### config.mk
export PLATFORM = sky130hd
export DESIGN_NAME = board_figure_mem_flat
export DESIGN_NICKNAME = d
export VERILOG_FILES = /design/src/rtl/board_figure_mem_pkg.sv /design/src/rtl/board_figure_mem_if.sv /design/src/rtl/board_figure_mem_figure_rom.sv /design/src/rtl/board_figure_mem.sv /design/src/flat_wrapper.sv
export SDC_FILE = /design/constraint.sdc
export NUM_CORES = 1
export LEC_CHECK = 0
export CORE_MARGIN = 2
export CORE_UTILIZATION = 66
export DETAILED_ROUTE_END_ITERATION = 6
export GPL_ROUTABILITY_DRIVEN = 0
export PLACE_DENSITY = 0.88
export SYNTH_ARGS = -nofsm -noshare
export SYNTH_HDL_FRONTEND = slang
export SYNTH_SLANG_ARGS = --single-unit
### constraint.sdc
create_clock -name clk -period 23.5 [get_ports clk]
set_input_delay 3.525 -clock clk [delete_from_list [all_inputs] [get_ports clk]]
set_output_delay 3.525 -clock clk [all_outputs]
set_load 0.05 [all_outputs]
### src/rtl/board_figure_mem_pkg.sv
// -----------------------------------------------------------------------------
// board_figure_mem_pkg
// Shared definitions for the board-state store: piece-code constants, command
// opcodes, FSM state encoding and the start-layout function used by both the
// reset path and the INIT command.
// -----------------------------------------------------------------------------
package board_figure_mem_pkg;

   localparam int SQUARES = 64;
   localparam int CODE_W  = 4;
   localparam int LINES   = 32;

   // Piece codes: bit 3 selects black, bits 2:0 select the piece type.
   localparam logic [CODE_W-1:0] PC_EMPTY  = 4'd0;
   localparam logic [CODE_W-1:0] PC_PAWN   = 4'd1;
   localparam logic [CODE_W-1:0] PC_KNIGHT = 4'd2;
   localparam logic [CODE_W-1:0] PC_BISHOP = 4'd3;
   localparam logic [CODE_W-1:0] PC_ROOK   = 4'd4;
   localparam logic [CODE_W-1:0] PC_QUEEN  = 4'd5;
   localparam logic [CODE_W-1:0] PC_KING   = 4'd6;
   localparam logic [CODE_W-1:0] PC_BLACK  = 4'd8;

   typedef enum logic [1:0] {
      OP_MOVE = 2'b00,
      OP_SET  = 2'b01,
      OP_INIT = 2'b10,
      OP_RSVD = 2'b11
   } cmd_op_t;

   typedef enum logic [2:0] {
      ST_IDLE   = 3'd0,
      ST_CHK    = 3'd1,
      ST_WR_DST = 3'd2,
      ST_WR_SRC = 3'd3,
      ST_INIT   = 3'd4,
      ST_DONE   = 3'd5
   } state_t;

   // Start layout: square index = row*8 + column, row 0 (black side) on top.
   function automatic logic [CODE_W-1:0] INIT_LAYOUT(input logic [5:0] sq);
      logic [CODE_W-1:0] back;
      logic [CODE_W-1:0] code;
      case (sq[2:0])
         3'd0, 3'd7: back = PC_ROOK;
         3'd1, 3'd6: back = PC_KNIGHT;
         3'd2, 3'd5: back = PC_BISHOP;
         3'd3:       back = PC_QUEEN;
         default:    back = PC_KING;
      endcase
      case (sq[5:3])
         3'd0:    code = PC_BLACK | back;
         3'd1:    code = PC_BLACK | PC_PAWN;
         3'd6:    code = PC_PAWN;
         3'd7:    code = back;
         default: code = PC_EMPTY;
      endcase
      return code;
   endfunction

endpackage

### src/rtl/board_figure_mem_if.sv
// -----------------------------------------------------------------------------
// board_figure_mem_if
// Bundles the display read port and the board-update command port.
//   Display: figure_xy/figure_line in, figure_pixels out (2-cycle latency).
//   Command: cmd_valid/cmd_ready handshake with cmd_op/src/dst/code payload;
//            done/err/captured report completion.
// Handshake: a command transfers on a rising clk edge where cmd_valid and
// cmd_ready are both high; cmd_ready is high only while the store is idle, and
// cmd_valid seen while cmd_ready is low is dropped, never queued.
// -----------------------------------------------------------------------------
interface board_figure_mem_if;
   import board_figure_mem_pkg::*;

   logic [7:0]  figure_xy;
   logic [4:0]  figure_line;
   logic [63:0] figure_pixels;

   logic        cmd_valid;
   logic        cmd_ready;
   cmd_op_t     cmd_op;
   logic [5:0]  cmd_src;
   logic [5:0]  cmd_dst;
   logic [3:0]  cmd_code;

   logic        done;
   logic        err;
   logic [3:0]  captured;

   modport master (
      output figure_xy, figure_line, cmd_valid, cmd_op, cmd_src, cmd_dst, cmd_code,
      input  figure_pixels, cmd_ready, done, err, captured
   );

   modport slave (
      input  figure_xy, figure_line, cmd_valid, cmd_op, cmd_src, cmd_dst, cmd_code,
      output figure_pixels, cmd_ready, done, err, captured
   );

endinterface

### src/rtl/board_figure_mem_figure_rom.sv
// -----------------------------------------------------------------------------
// figure_rom
// Registered glyph ROM: (piece code, glyph line) -> 64-bit line of 32 two-bit
// pixels, MSB first. Each piece type has a 16-bit silhouette per band of 8
// lines; every silhouette bit covers two adjacent pixels. Silhouette pixels use
// white (10) or black (11) by the colour bit; everything else is transparent.
// Codes with type 0 or 7 produce an all-transparent line.
//   clk, rst   : clock, asynchronous active-high reset (output cleared)
//   code_i     : piece code
//   line_i     : glyph line 0..31
//   pixels_o   : registered glyph line
// -----------------------------------------------------------------------------
module figure_rom
   import board_figure_mem_pkg::*;
(
   input  logic              clk,
   input  logic              rst,
   input  logic [CODE_W-1:0] code_i,
   input  logic [4:0]        line_i,
   output logic [63:0]       pixels_o
);

   logic [15:0] mask;
   logic [1:0]  col;
   logic [63:0] pixels_d;
   logic [63:0] pixels_q;

   always_comb begin
      mask = 16'h0000;
      case ({code_i[2:0], line_i[4:3]})
         5'b001_00: mask = 16'h0000;  // pawn
         5'b001_01: mask = 16'h03C0;
         5'b001_10: mask = 16'h07E0;
         5'b001_11: mask = 16'h1FF8;
         5'b010_00: mask = 16'h07C0;  // knight
         5'b010_01: mask = 16'h0FF0;
         5'b010_10: mask = 16'h03E0;
         5'b010_11: mask = 16'h1FF8;
         5'b011_00: mask = 16'h0180;  // bishop
         5'b011_01: mask = 16'h03C0;
         5'b011_10: mask = 16'h07E0;
         5'b011_11: mask = 16'h1FF8;
         5'b100_00: mask = 16'h1998;  // rook
         5'b100_01: mask = 16'h0FF0;
         5'b100_10: mask = 16'h0FF0;
         5'b100_11: mask = 16'h3FFC;
         5'b101_00: mask = 16'h2A54;  // queen
         5'b101_01: mask = 16'h1FF8;
         5'b101_10: mask = 16'h0FF0;
         5'b101_11: mask = 16'h3FFC;
         5'b110_00: mask = 16'h0180;  // king
         5'b110_01: mask = 16'h07E0;
         5'b110_10: mask = 16'h0FF0;
         5'b110_11: mask = 16'h3FFC;
         default:   mask = 16'h0000;
      endcase

      col      = code_i[3] ? 2'b11 : 2'b10;
      pixels_d = 64'd0;
      // Mask bit 15-k drives pixels 2k and 2k+1 (4 bits from the MSB end).
      for (int k = 0; k < 16; k++) begin
         if (mask[15-k]) pixels_d[63-4*k -: 4] = {col, col};
      end
   end

   always_ff @(posedge clk or posedge rst) begin
      if (rst) pixels_q <= 64'd0;
      else     pixels_q <= pixels_d;
   end

   assign pixels_o = pixels_q;

endmodule

### src/rtl/board_figure_mem.sv
// -----------------------------------------------------------------------------
// board_figure_mem
// Holds the piece code of all 64 squares and serves draw_figure's per-pixel
// glyph reads, while an FSM applies MOVE / SET / INIT board updates.
//   clk, rst    : pixel clock, asynchronous active-high reset (start layout)
//   bus         : slave side of board_figure_mem_if (display + command ports)
//   dbg_state_o : current FSM state
// -----------------------------------------------------------------------------
module board_figure_mem
   import board_figure_mem_pkg::*;
(
   input  logic                clk,
   input  logic                rst,
   board_figure_mem_if.slave   bus,
   output state_t              dbg_state_o
);

   state_t                          state_q, state_d;
   cmd_op_t                         op_q, op_d;
   logic [5:0]                      src_q, src_d;
   logic [5:0]                      dst_q, dst_d;
   logic [CODE_W-1:0]               code_q, code_d;
   logic [5:0]                      cnt_q, cnt_d;
   logic [CODE_W-1:0]               captured_q, captured_d;
   logic                            err_q, err_d;
   logic [SQUARES-1:0][CODE_W-1:0]  board_q;
   logic [CODE_W-1:0]               disp_code_q;
   logic [4:0]                      disp_line_q;

   logic                            wr_en;
   logic [5:0]                      wr_addr;
   logic [CODE_W-1:0]               wr_data;
   logic                            done;

   always_comb begin
      state_d    = state_q;
      op_d       = op_q;
      src_d      = src_q;
      dst_d      = dst_q;
      code_d     = code_q;
      cnt_d      = cnt_q;
      captured_d = captured_q;
      err_d      = err_q;
      wr_en      = 1'b0;
      wr_addr    = dst_q;
      wr_data    = code_q;
      done       = 1'b0;

      case (state_q)
         ST_IDLE: begin
            if (bus.cmd_valid) begin
               op_d   = bus.cmd_op;
               src_d  = bus.cmd_src;
               dst_d  = bus.cmd_dst;
               code_d = bus.cmd_code;
               cnt_d  = 6'd0;
               err_d  = 1'b0;
               case (bus.cmd_op)
                  OP_MOVE: state_d = ST_CHK;
                  OP_SET:  state_d = ST_WR_DST;
                  OP_INIT: begin
                     captured_d = PC_EMPTY;
                     state_d    = ST_INIT;
                  end
                  default: begin
                     err_d   = 1'b1;
                     state_d = ST_DONE;
                  end
               endcase
            end
         end
         ST_CHK: begin
            if (board_q[src_q] == PC_EMPTY) begin
               err_d   = 1'b1;
               state_d = ST_DONE;
            end else begin
               captured_d = board_q[dst_q];
               state_d    = ST_WR_DST;
            end
         end
         ST_WR_DST: begin
            wr_en   = 1'b1;
            wr_addr = dst_q;
            if (op_q == OP_MOVE) begin
               wr_data = board_q[src_q];
               state_d = ST_WR_SRC;
            end else begin
               wr_data    = code_q;
               captured_d = board_q[dst_q];
               state_d    = ST_DONE;
            end
         end
         ST_WR_SRC: begin
            // src == dst already holds the moved piece; clearing it would erase it.
            wr_en   = (src_q != dst_q);
            wr_addr = src_q;
            wr_data = PC_EMPTY;
            state_d = ST_DONE;
         end
         ST_INIT: begin
            wr_en   = 1'b1;
            wr_addr = cnt_q;
            wr_data = INIT_LAYOUT(cnt_q);
            cnt_d   = cnt_q + 6'd1;
            if (cnt_q == 6'd63) state_d = ST_DONE;
         end
         ST_DONE: begin
            done    = 1'b1;
            state_d = ST_IDLE;
         end
         default: state_d = ST_IDLE;
      endcase
   end

   always_ff @(posedge clk or posedge rst) begin
      if (rst) begin
         state_q     <= ST_IDLE;
         op_q        <= OP_MOVE;
         src_q       <= 6'd0;
         dst_q       <= 6'd0;
         code_q      <= PC_EMPTY;
         cnt_q       <= 6'd0;
         captured_q  <= PC_EMPTY;
         err_q       <= 1'b0;
         disp_code_q <= PC_EMPTY;
         disp_line_q <= 5'd0;
         for (int i = 0; i < SQUARES; i++) board_q[i] <= INIT_LAYOUT(6'(i));
      end else begin
         state_q    <= state_d;
         op_q       <= op_d;
         src_q      <= src_d;
         dst_q      <= dst_d;
         code_q     <= code_d;
         cnt_q      <= cnt_d;
         captured_q <= captured_d;
         err_q      <= err_d;
         if (wr_en) board_q[wr_addr] <= wr_data;
         // Display stage 1 samples the pre-write board (read-before-write).
         disp_code_q <= (bus.figure_xy >= 8'd64) ? PC_EMPTY : board_q[bus.figure_xy[5:0]];
         disp_line_q <= bus.figure_line;
      end
   end

   figure_rom u_figure_rom (
      .clk      (clk),
      .rst      (rst),
      .code_i   (disp_code_q),
      .line_i   (disp_line_q),
      .pixels_o (bus.figure_pixels)
   );

   // The state register idles during reset, so rst masks ready explicitly.
   assign bus.cmd_ready = (state_q == ST_IDLE) && !rst;
   assign bus.done      = done;
   assign bus.err       = done && err_q;
   assign bus.captured  = captured_q;
   assign dbg_state_o   = state_q;

endmodule

### src/flat_wrapper.sv
// flat-port wrapper written by rule: the top's interface ports become plain ports
module board_figure_mem_flat import board_figure_mem_pkg::*;
  (clk, rst, dbg_state_o, bus_figure_xy, bus_figure_line, bus_cmd_valid, bus_cmd_op, bus_cmd_src, bus_cmd_dst, bus_cmd_code, bus_figure_pixels, bus_cmd_ready, bus_done, bus_err, bus_captured);
  board_figure_mem_if bus_i ();
  input  logic clk;
  input  logic rst;
  output state_t dbg_state_o;
  input wire logic [$bits(bus_i.figure_xy)-1:0] bus_figure_xy;
  input wire logic [$bits(bus_i.figure_line)-1:0] bus_figure_line;
  input wire logic [$bits(bus_i.cmd_valid)-1:0] bus_cmd_valid;
  input wire logic [$bits(bus_i.cmd_op)-1:0] bus_cmd_op;
  input wire logic [$bits(bus_i.cmd_src)-1:0] bus_cmd_src;
  input wire logic [$bits(bus_i.cmd_dst)-1:0] bus_cmd_dst;
  input wire logic [$bits(bus_i.cmd_code)-1:0] bus_cmd_code;
  output wire logic [$bits(bus_i.figure_pixels)-1:0] bus_figure_pixels;
  output wire logic [$bits(bus_i.cmd_ready)-1:0] bus_cmd_ready;
  output wire logic [$bits(bus_i.done)-1:0] bus_done;
  output wire logic [$bits(bus_i.err)-1:0] bus_err;
  output wire logic [$bits(bus_i.captured)-1:0] bus_captured;
  assign bus_i.figure_xy = bus_figure_xy;
  assign bus_i.figure_line = bus_figure_line;
  assign bus_i.cmd_valid = bus_cmd_valid;
  assign bus_i.cmd_op = bus_cmd_op;
  assign bus_i.cmd_src = bus_cmd_src;
  assign bus_i.cmd_dst = bus_cmd_dst;
  assign bus_i.cmd_code = bus_cmd_code;
  assign bus_figure_pixels = bus_i.figure_pixels;
  assign bus_cmd_ready = bus_i.cmd_ready;
  assign bus_done = bus_i.done;
  assign bus_err = bus_i.err;
  assign bus_captured = bus_i.captured;
  board_figure_mem u_core (.clk(clk), .rst(rst), .bus(bus_i), .dbg_state_o(dbg_state_o));
endmodule
After elaboration in Yosys (flattened, before gate mapping)
Memory sizes are Yosys's and may differ from the RTL's.
Cells that the tools add are included.
{"block": "op_classes", "add_sub_neg": 1, "order_cmp": 6, "eq_ne": 24, "mux": 51, "n_reduce_logical": 23}
{"operator": "bitwise mux 256 bit", "n": 1}
{"operator": "two-way mux 4 bit", "n": 26}
{"operator": "binary-select mux 4 bit (select 6 bit)", "n": 3}
{"operator": "less-than comparator 6 x 7 -> 1 bit (second input constant)", "n": 4}
{"operator": "demux 4 bit (select 6 bit)", "n": 1}
{"operator": "one-hot mux 4 bit (3 select lines)", "n": 2}
{"operator": "one-hot mux 6 bit (2 select lines)", "n": 2}
{"operator": "== test 3 bit (second input constant)", "n": 7}
{"operator": "one-hot mux 4 bit (4 select lines)", "n": 1}
{"operator": "one-hot mux 3 bit (5 select lines)", "n": 1}
{"operator": "== test 3 x 2 -> 1 bit (second input constant)", "n": 4}
{"operator": "two-way mux 3 bit", "n": 4}
{"operator": "one-hot mux 3 bit (4 select lines)", "n": 1}
{"operator": "== test 3 x 1 -> 1 bit (second input constant)", "n": 3}
{"operator": "logical NOT 3 bit", "n": 3}
{"operator": "one-hot mux 3 bit (3 select lines)", "n": 1}
{"operator": "greater-or-equal comparator 8 x 7 -> 1 bit (second input constant)", "n": 1}
{"operator": "inequality test 2 bit (second input constant)", "n": 4}
{"operator": "OR reduction 2 bit", "n": 4}
{"operator": "adder 6 x 1 -> 6 bit (second input constant)", "n": 1}
{"operator": "== test 6 bit (second input constant)", "n": 1}
{"operator": "greater-or-equal comparator 6 x 1 -> 1 bit (second input constant)", "n": 1}
{"operator": "two-way mux 6 bit", "n": 1}
{"operator": "inequality test 6 bit", "n": 1}
{"operator": "other kinds (15)", "n": 27}
{"block": "totals", "reg_bits": 361, "rom_bits": 384, "inputBits": 34, "output_inout_bits": 74, "word_cells": 181, "n_memories": 1}
{"memory": "(no name shown)", "depth": 32, "word_bits": 12, "rd": 1, "rd_ports_with_merged_regs": 0, "write_ports": 0, "line_no": "board_figure_mem_figure_rom.sv:30", "rtl": "case ({code_i[2:0], line_i[4:3]})"}

Logic depth before layout (Yosys ltp)
Gate-level depths: netlist of the first run.
{"block": "logic_depth", "depth_word": 7, "depth_mapped": 11, "ltp_nobuf": 9}

Cells and area by module
From an unflattened synthesis of the first run, not the netlist that was laid out.
{"block": "unflattened", "hier_cells": 1315, "hier_area_um2": 19178.4}
{"module": "board_figure_mem", "instances": 1, "cells_per_inst": 1202, "area_per_inst_um2": 18118.6, "seq_area_each_um2": 7502.2}
{"module": "figure_rom", "instances": 1, "cells_per_inst": 113, "area_per_inst_um2": 1059.8, "seq_area_each_um2": 350.3}

Least setup slack after synthesis of the first run
No wires, ideal clock.
{"block": "synth_path", "kind": "input to output", "start": "input rst", "end": "output bus_cmd_ready", "arrival_ns": 4.974, "required_ns": 19.975, "setup_slack_ns": 15.001, "stages": 1, "path_buffers": 0, "cell_sequence": "nor4_1"}
{"block": "synth_via", "elab_chain_len": 2}
{"element": "start: declaration", "line_no": "flat_wrapper.sv:6", "rtl": "input logic rst;"}
{"element": "logical NOT 1 bit (no source line)"}
{"element": "logical AND 1 bit", "line_no": "board_figure_mem.sv:153", "rtl": "assign bus.cmd_ready = (state_q == ST_IDLE) && !rst;"}
{"element": "end: declaration", "line_no": "flat_wrapper.sv:16", "rtl": "output wire logic [$bits(bus_i.cmd_ready)-1:0] bus_cmd_ready;"}
Every way passes these cells.

Final worst setup path of the first run
Ends and elaborated chain as after synthesis.

==> qor.txt, run 1 <==
Status: finished, violations left
Failing checks: DRC
Post-Route Utilization: 0.733
Initial DRC Count: 1,577
Clk slew on worst S/H paths: 0.06 ns
Worst Skew: 0.0282 ns
Detailed-route via count: 13.3k
Detailed Route WL: 51,700 um
Cell variety after synth: 72
Maximum buffer depth of the clock tree: 3
H-tree depth: 1
# resized after CTS: 0
Sequential share of power: 0.320
Rows: 62
Mapped Cells: 1,387
Worst VDD drop: 144 uV
Maxcap violations: 0
Antenna violations before repair: 1
Cell Area, Synth: 19,400 um^2
Crit path from: rst
Worst-path fanout max: 2
Post-DP HPWL: 33,000 um
Routed length per instance: 28.8 um
Layout area overhead: 8.94%
Port Buf Inserts: 88
Fillers: 1,765
Gr ovfl total: 0
DIE AREA: 30,800 um^2
First-pass GRT wire length: 80,700 um
R2R Path End: u_core.board_q[74]
Worst Setup End Kind: output port
Crit path kind: input pin to output port
Slew Limit Fails: 0
Initial Util: 0.673
Worst r2r src: u_core.src_q[0]
Inserted Diodes: 0
R2R setup slack: 19.46 ns
Post-route DRC violation count: 1
Startpoint types: input pin
NetSw: 1350 uW
Rel. slew slack: 0.146
Fmax: 115 MHz
Internal power: 1790 uW
R2R depth: 8
DRT antenna net count: 0
Mapped Avg Cell Area: 14.0 um^2
Period utilization: 0.369
Setup Buffers After CTS: 0
Finish-stage setup viols: 0
P per Cell Area: 148 nW/um^2
Hold Vio Cnt, Final: 0
Gr usage total: 0.344
Yosys reg bits: 308
Min-delay worst type: register to register
Worst Max-Slew Pin Slew: 1.28 ns
Core Region: 28,900 um^2
Die width: 176 um
DR pass1 iterations: 7
Clock power share: 0.167
Critical path arrival: 5.14 ns
Synth warn: 0
Leakage: 0.00861 uW
Worst EP required: 19.98 ns
Final nets: 1,429
Min Tclk post-route: 8.67 ns
Num CTS Buffers: 31
Vias in the first global route: 13.7k
Overall power: 3140 uW
Dpl cells: 1,735
CTS tree: built
Share of layout cells above drive strength 1: 0.465
Register area share after synthesis: 0.401
Post-CTS Hold Fix Bufs: 0
Setup_tns: 0 ns
Die Ht: 176 um
Ys async rst share: 1.00
Combinational share of power: 0.513
Via density: 7.43
Switching Share: 0.430
Post-synth EDFFs: 0
Commonest non-fill, non-tap cell in the layout: mux2_2
Worst setup path end: bus_cmd_ready
Ys flop type: dfrtp_1
Clk_lat worst skew: 0.59 ns
Cell Count, Final, Fillers Out: 1,793
I/O pins: 108
Clock Sinks: 308
Commonest cells after routing, fill and taps aside: mux2_2 (265), dfrtp_1 (247), mux4_2 (225)
Clk root buf: clkbuf_16
RSZ-0062 raised after global routing: no
Largest net degree at the start of global routing: 158
## cell usage after synthesis (all sizes together) (2+ instances only)
cell / count / area share
a2111oi: 3 / 0.0023
a21oi: 13 / 0.0034
a221oi: 7 / 0.0038
a22o: 4 / 0.0018
a22oi: 6 / 0.0023
a31oi: 7 / 0.0023
and2: 14 / 0.0045
and3: 3 / 0.00097
buf: 128 / 0.043
clkbuf: 30 / 0.0059
dfrtp: 252 / 0.32
dfstp: 56 / 0.076
ha: 11 / 0.0071
inv: 14 / 0.0027
mux2: 273 / 0.16
mux2i: 3 / 0.0015
mux4: 225 / 0.26
nand2: 82 / 0.016
nand2b: 8 / 0.0026
nand3: 7 / 0.0018
nand3b: 3 / 0.0012
nand4: 3 / 0.00097
nor2: 56 / 0.011
nor2b: 26 / 0.0084
nor3: 19 / 0.0062
nor3b: 10 / 0.0041
nor4: 5 / 0.0023
o211ai: 8 / 0.0031
o21a: 2 / 0.00077
o21ai: 40 / 0.011
o221ai: 2 / 0.0012
o22ai: 19 / 0.0061
o311ai: 7 / 0.0043
o31a: 2 / 0.00090
o31ai: 4 / 0.0015
or2: 9 / 0.0029
or3: 2 / 0.00064
or3b: 3 / 0.0014
xnor2: 3 / 0.0014
xor2: 4 / 0.0018
## power by group through the flow
stage          clock, uW  sequential, uW  combinational, uW
2_1_floorplan          0             895               1230
3_3_place_gp           0             969               1510
3_5_place_dp           0             994               1550
4_1_cts              526             990               1570
5_1_grt              548            1030               1680
6_report             524            1000               1610
## state kept, by name, summed over array words and instances, names as in the netlist, 2 cells and up
name and flops:
u_core.board_q 256, u_core.bus.captured 4, u_core.cnt_q 6, u_core.code_q 4, u_core.dbg_state_o 3, u_core.disp_code_q 4
u_core.disp_line_q 2, u_core.dst_q 6, u_core.op_q 2, u_core.src_q 6, u_core.u_figure_rom.pixels_o 14
## worst max-delay path: stages
cell and delay [ns]:
clkdlybuf4s50_1 0.51, nor4_1 0.25, clkdlybuf4s50_1 0.86
## per-stage QoR
step / area, um^2 / worst slack, ns / hold WS, ns
finish: 21200 / 14.83 / 0.535
detailed placement: 20100 / 14.86 / 0.508
floorplan: 19500 / 11.55 / 0.481
CTS: 21200 / 14.82 / 0.533
global placement: 20100 / 14.90 / 0.505
global route: 21200 / 14.81 / 0.543
## worst min path at each step
| stage | startpoint | end | slack [ns] | depth (start not counted) |
|---|---|---|---|---|
| floorplan | u_core.code_q[0] | u_core.code_q[0] | 0.48 | 1 |
| global placement | u_core.code_q[3] | u_core.code_q[3] | 0.50 | 1 |
| detailed placement | u_core.code_q[3] | u_core.code_q[3] | 0.51 | 1 |
| CTS | u_core.code_q[3] | u_core.code_q[3] | 0.53 | 1 |
| global route | u_core.code_q[3] | u_core.code_q[3] | 0.54 | 1 |
| finish | u_core.code_q[3] | u_core.code_q[3] | 0.54 | 1 |
## routing by layer
metal | share of wire | up-vias | wire [um] | GRT usage
met2 | 0.48 | 993 | 24900 | 0.547
li1 | - | 5335 | - | -
met3 | 0.12 | 190 | 6210 | 0.0939
met1 | 0.35 | 6807 | 18000 | 0.448
met5 | 0.00025 | - | 13 | 0
met4 | 0.049 | 2 | 2540 | 0.162
## kinds of logic after synthesis
family / share of synthesized area
fa+ha+maj: 0.00709
buf+inv: 0.0519
mux: 0.421
other cells: 0.000193
compound gates: 0.0507
simple gates: 0.0655
flops: 0.401
xor+xnor: 0.00316
## final cells by class
| class | instances | area (um^2) | area share |
|---|---|---|---|
| repair buffers | 107 | 1020 | 0.0480 |
| multi-input cells | 922 | 10700 | 0.507 |
| clock buffers | 43 | 881 | 0.0416 |
| flip-flops and latches | 308 | 7790 | 0.368 |
| well taps | 384 | 480 | 0.0227 |
| inverters | 14 | 60.1 | 0.00284 |
| clock inverters | 15 | 196 | 0.00929 |
Power figures use the tool's default switching activity.
==> inputs of run 2 (changes only) <==
--- a/config.mk
+++ b/config.mk
@@ -6,10 +6,10 @@
 export NUM_CORES = 1
 export LEC_CHECK = 0
 export CORE_MARGIN = 2
-export CORE_UTILIZATION = 66
+export CORE_UTILIZATION = 55
 export DETAILED_ROUTE_END_ITERATION = 6
 export GPL_ROUTABILITY_DRIVEN = 0
-export PLACE_DENSITY = 0.88
+export PLACE_DENSITY = 0.78
 export SYNTH_ARGS = -nofsm -noshare
 export SYNTH_HDL_FRONTEND = slang
 export SYNTH_SLANG_ARGS = --single-unit
==> constraint.sdc (replaced) <==
create_clock -name clk -period 7.13 [get_ports clk]
set_input_delay 1.0695 -clock clk [delete_from_list [all_inputs] [get_ports clk]]
set_output_delay 1.0695 -clock clk [all_outputs]
set_load 0.05 [all_outputs]
==> run 2 against run 1 <==
  * The flow now finishes without violations
  * Flip-flop and latch count unchanged
  * Clock skew decreased by 0.0084 ns
  * Clock-buffer cell count increased by 5
  * Wire length decreased by 1.9%
  * Critical path depth increased by 5
  * Critical endpoint is now u_core.board_q[88]
  * Largest cell class unchanged
  * Sequential share of layout area decreased by 0.30 points
==> qor.txt, run 2 (same netlist as run 1, synthesis figures left out) <==
Detailed-route via count: 12.9k (was 13.3k)
RSZ-0062 raised after global routing: no (unchanged)
First-pass GRT wire length: 79,500 um (was 80,700 um)
Post-CTS Hold Fix Bufs: 0 (unchanged)
Port Buf Inserts: 88 (unchanged)
Worst-path fanout max: 64 (was 2)
Combinational share of power: 0.493 (was 0.513)
Gr ovfl total: 0 (unchanged)
NetSw: 4400 uW (was 1350 uW)
P per Cell Area: 485 nW/um^2 (was 148 nW/um^2)
Min-delay src: u_core.src_q[2] (was u_core.code_q[3])
Routed length per instance: 27.1 um (was 28.8 um)
Worst Setup End Kind: register (was output port)
Clk root buf: clkbuf_16 (unchanged)
Detailed Route WL: 50,700 um (was 51,700 um)
Post-route DRC violation count: 0 (was 1)
I/O pins: 108 (unchanged)
# resized after CTS: 0 (unchanged)
Via density: 6.90 (was 7.43)
Period utilization: 0.569
Rel. slew slack: 0.183 (was 0.146)
Num CTS Buffers: 35 (was 31)
Top reg by flops: u_core.board_q (unchanged)
Worst EP required: 7.54 ns (was 19.98 ns)
Die Ht: 192 um (was 176 um)
DIE AREA: 36,800 um^2 (was 30,800 um^2)
Worst Max-Slew Pin Slew: 1.22 ns (was 1.28 ns)
Clk_lat worst skew: 0.53 ns (was 0.59 ns)
Layout area overhead: 9.83% (was 8.94%)
Fmax: 247 MHz
Antenna violations before repair: 0 (was 1)
R2R Path End: u_core.board_q[88] (was u_core.board_q[74])
Share of layout cells above drive strength 1: 0.467 (was 0.465)
Leakage: 0.00865 uW (was 0.00861 uW)
Initial DRC Count: 1,366 (was 1,577)
Maximum buffer depth of the clock tree: 3 (unchanged)
Switching Share: 0.426 (was 0.430)
Setup_tns: 0 ns (unchanged)
Worst VDD drop: 529 uV (was 144 uV)
Core Region: 34,600 um^2 (was 28,900 um^2)
Crit path kind: register to register (was input pin to output port)
Post-Route Utilization: 0.616 (was 0.733)
Critical path arrival: 4.46 ns (was 5.14 ns)
Min-delay worst type: register to register (unchanged)
Post-DP HPWL: 33,700 um (was 33,000 um)
Worst Skew: 0.0198 ns (was 0.0282 ns)
Internal power: 5930 uW (was 1790 uW)
Inserted Diodes: 0 (unchanged)
Vias in the first global route: 13.2k (was 13.7k)
Fillers: 2,599 (was 1,765)
Largest net degree at the start of global routing: 171 (was 158)
R2R depth: 8 (unchanged)
Gr usage total: 0.287 (was 0.344)
Clock Sinks: 308 (unchanged)
Setup Buffers After CTS: 0 (unchanged)
H-tree depth: 2 (was 1)
Finish-stage setup viols: 0 (unchanged)
Min Tclk post-route: 4.06 ns
Hold Vio Cnt, Final: 0 (unchanged)
Worst r2r src: u_core.src_q[0] (unchanged)
Final nets: 1,433 (was 1,429)
DRT antenna net count: 0 (unchanged)
R2R setup slack: 3.07 ns (was 19.46 ns)
Commonest non-fill, non-tap cell in the layout: mux2_2 (unchanged)
Cell depth of the worst hold path: 1 (unchanged)
Maxcap violations: 0 (unchanged)
Slew Limit Fails: 0 (unchanged)
Startpoint types: register (was input pin)
Sequential share of power: 0.332 (was 0.320)
Clk slew on worst S/H paths: 0.07 ns (was 0.06 ns)
Post-place setup slack: 2.81 ns (was 14.86 ns)
Hold EP: u_core.src_q[2] (was u_core.code_q[3])
Die width: 192 um (was 176 um)
Rows: 68 (was 62)
Status: completed (was finished, violations left)
Commonest cells after routing, fill and taps aside: mux2_2 (265), dfrtp_1 (247), mux4_2 (225) (unchanged)
Clock power share: 0.175 (was 0.167)
DR pass1 iterations: 5 (was 7)
Initial Util: 0.561 (was 0.673)
Number of flip-flops in the largest register: 256 (unchanged)
CTS tree: built (unchanged)
Crit path from: u_core.src_q[0] (was rst)
Setup ws final: 3.07 ns (was 14.83 ns)
[run 2: cell types whose count changed in the layout (fill, tap and decap cells not counted), moves of 2 or more]
cell        delta
clkbuf_16      +5
clkinv_2       +4
inv_6          -3
bufinv_16      -2
clkinvlp_4     +2
[run 2: metrics by stage]
| step | hold slack [ns] | cell area (um^2) | power (uW) | cells |
|---|---|---|---|---|
| final | 0.519 | 21300 | 10300 | 1869 |
| after global routing | 0.554 | 21300 | 10800 | 1869 |
| after CTS | 0.526 | 21300 | 10300 | 1869 |
| after detailed placement | 0.510 | 20200 | 8410 | 1806 |
| after global placement | 0.500 | 20200 | 8230 | 1806 |
| after floorplan | 0.481 | 19500 | 7020 | 1402 |
[run 2: worst max path at each step]
| stage | endpoint | slack, ns | cells past startpoint |
|---|---|---|---|
| floorplan | u_core.board_q[0] | 2.01 | 1 |
| global placement | u_core.disp_code_q[1] | 2.85 | 6 |
| detailed placement | u_core.disp_code_q[1] | 2.81 | 6 |
| CTS | u_core.board_q[131] | 3.02 | 8 |
| global route | u_core.board_q[131] | 2.82 | 8 |
| finish | u_core.board_q[88] | 3.07 | 8 |
[run 2: final cells by class]
type / count / area [um^2] / area share
clock buffers: 48 / 1010 / 0.0472
clock inverters: 15 / 145 / 0.00681
inverters: 14 / 56.3 / 0.00264
multi-input cells: 922 / 10700 / 0.503
flip-flops and latches: 308 / 7790 / 0.365
well taps: 455 / 569 / 0.0267
repair buffers: 107 / 1030 / 0.0482
[run 2: routing by layer]
layer	GRT usage	part of all wire
met2	0.457	0.48
met4	0.106	0.040
met5	0	0
met3	0.0645	0.095
met1	0.390	0.39
[run 2: critical path, cell delays in order (launching register included)]
cell       delay [ns]
dfrtp_4          1.13
inv_1            0.68
o21ai_0          0.43
o21ai_0          0.12
o2bb2ai_1        0.45
o21a_1           0.25
o221ai_4         0.11
buf_4            0.35
mux2_1           0.37
[run 2: power groups by stage]
| stage | clock network (uW) | logic (uW) | registers, uW |
|---|---|---|---|
| floorplan | 0 | 4070 | 2950 |
| global placement | 0 | 4880 | 3350 |
| detailed placement | 0 | 4990 | 3420 |
| CTS | 1830 | 5030 | 3400 |
| global route | 1910 | 5370 | 3540 |
| finish | 1810 | 5100 | 3430 |
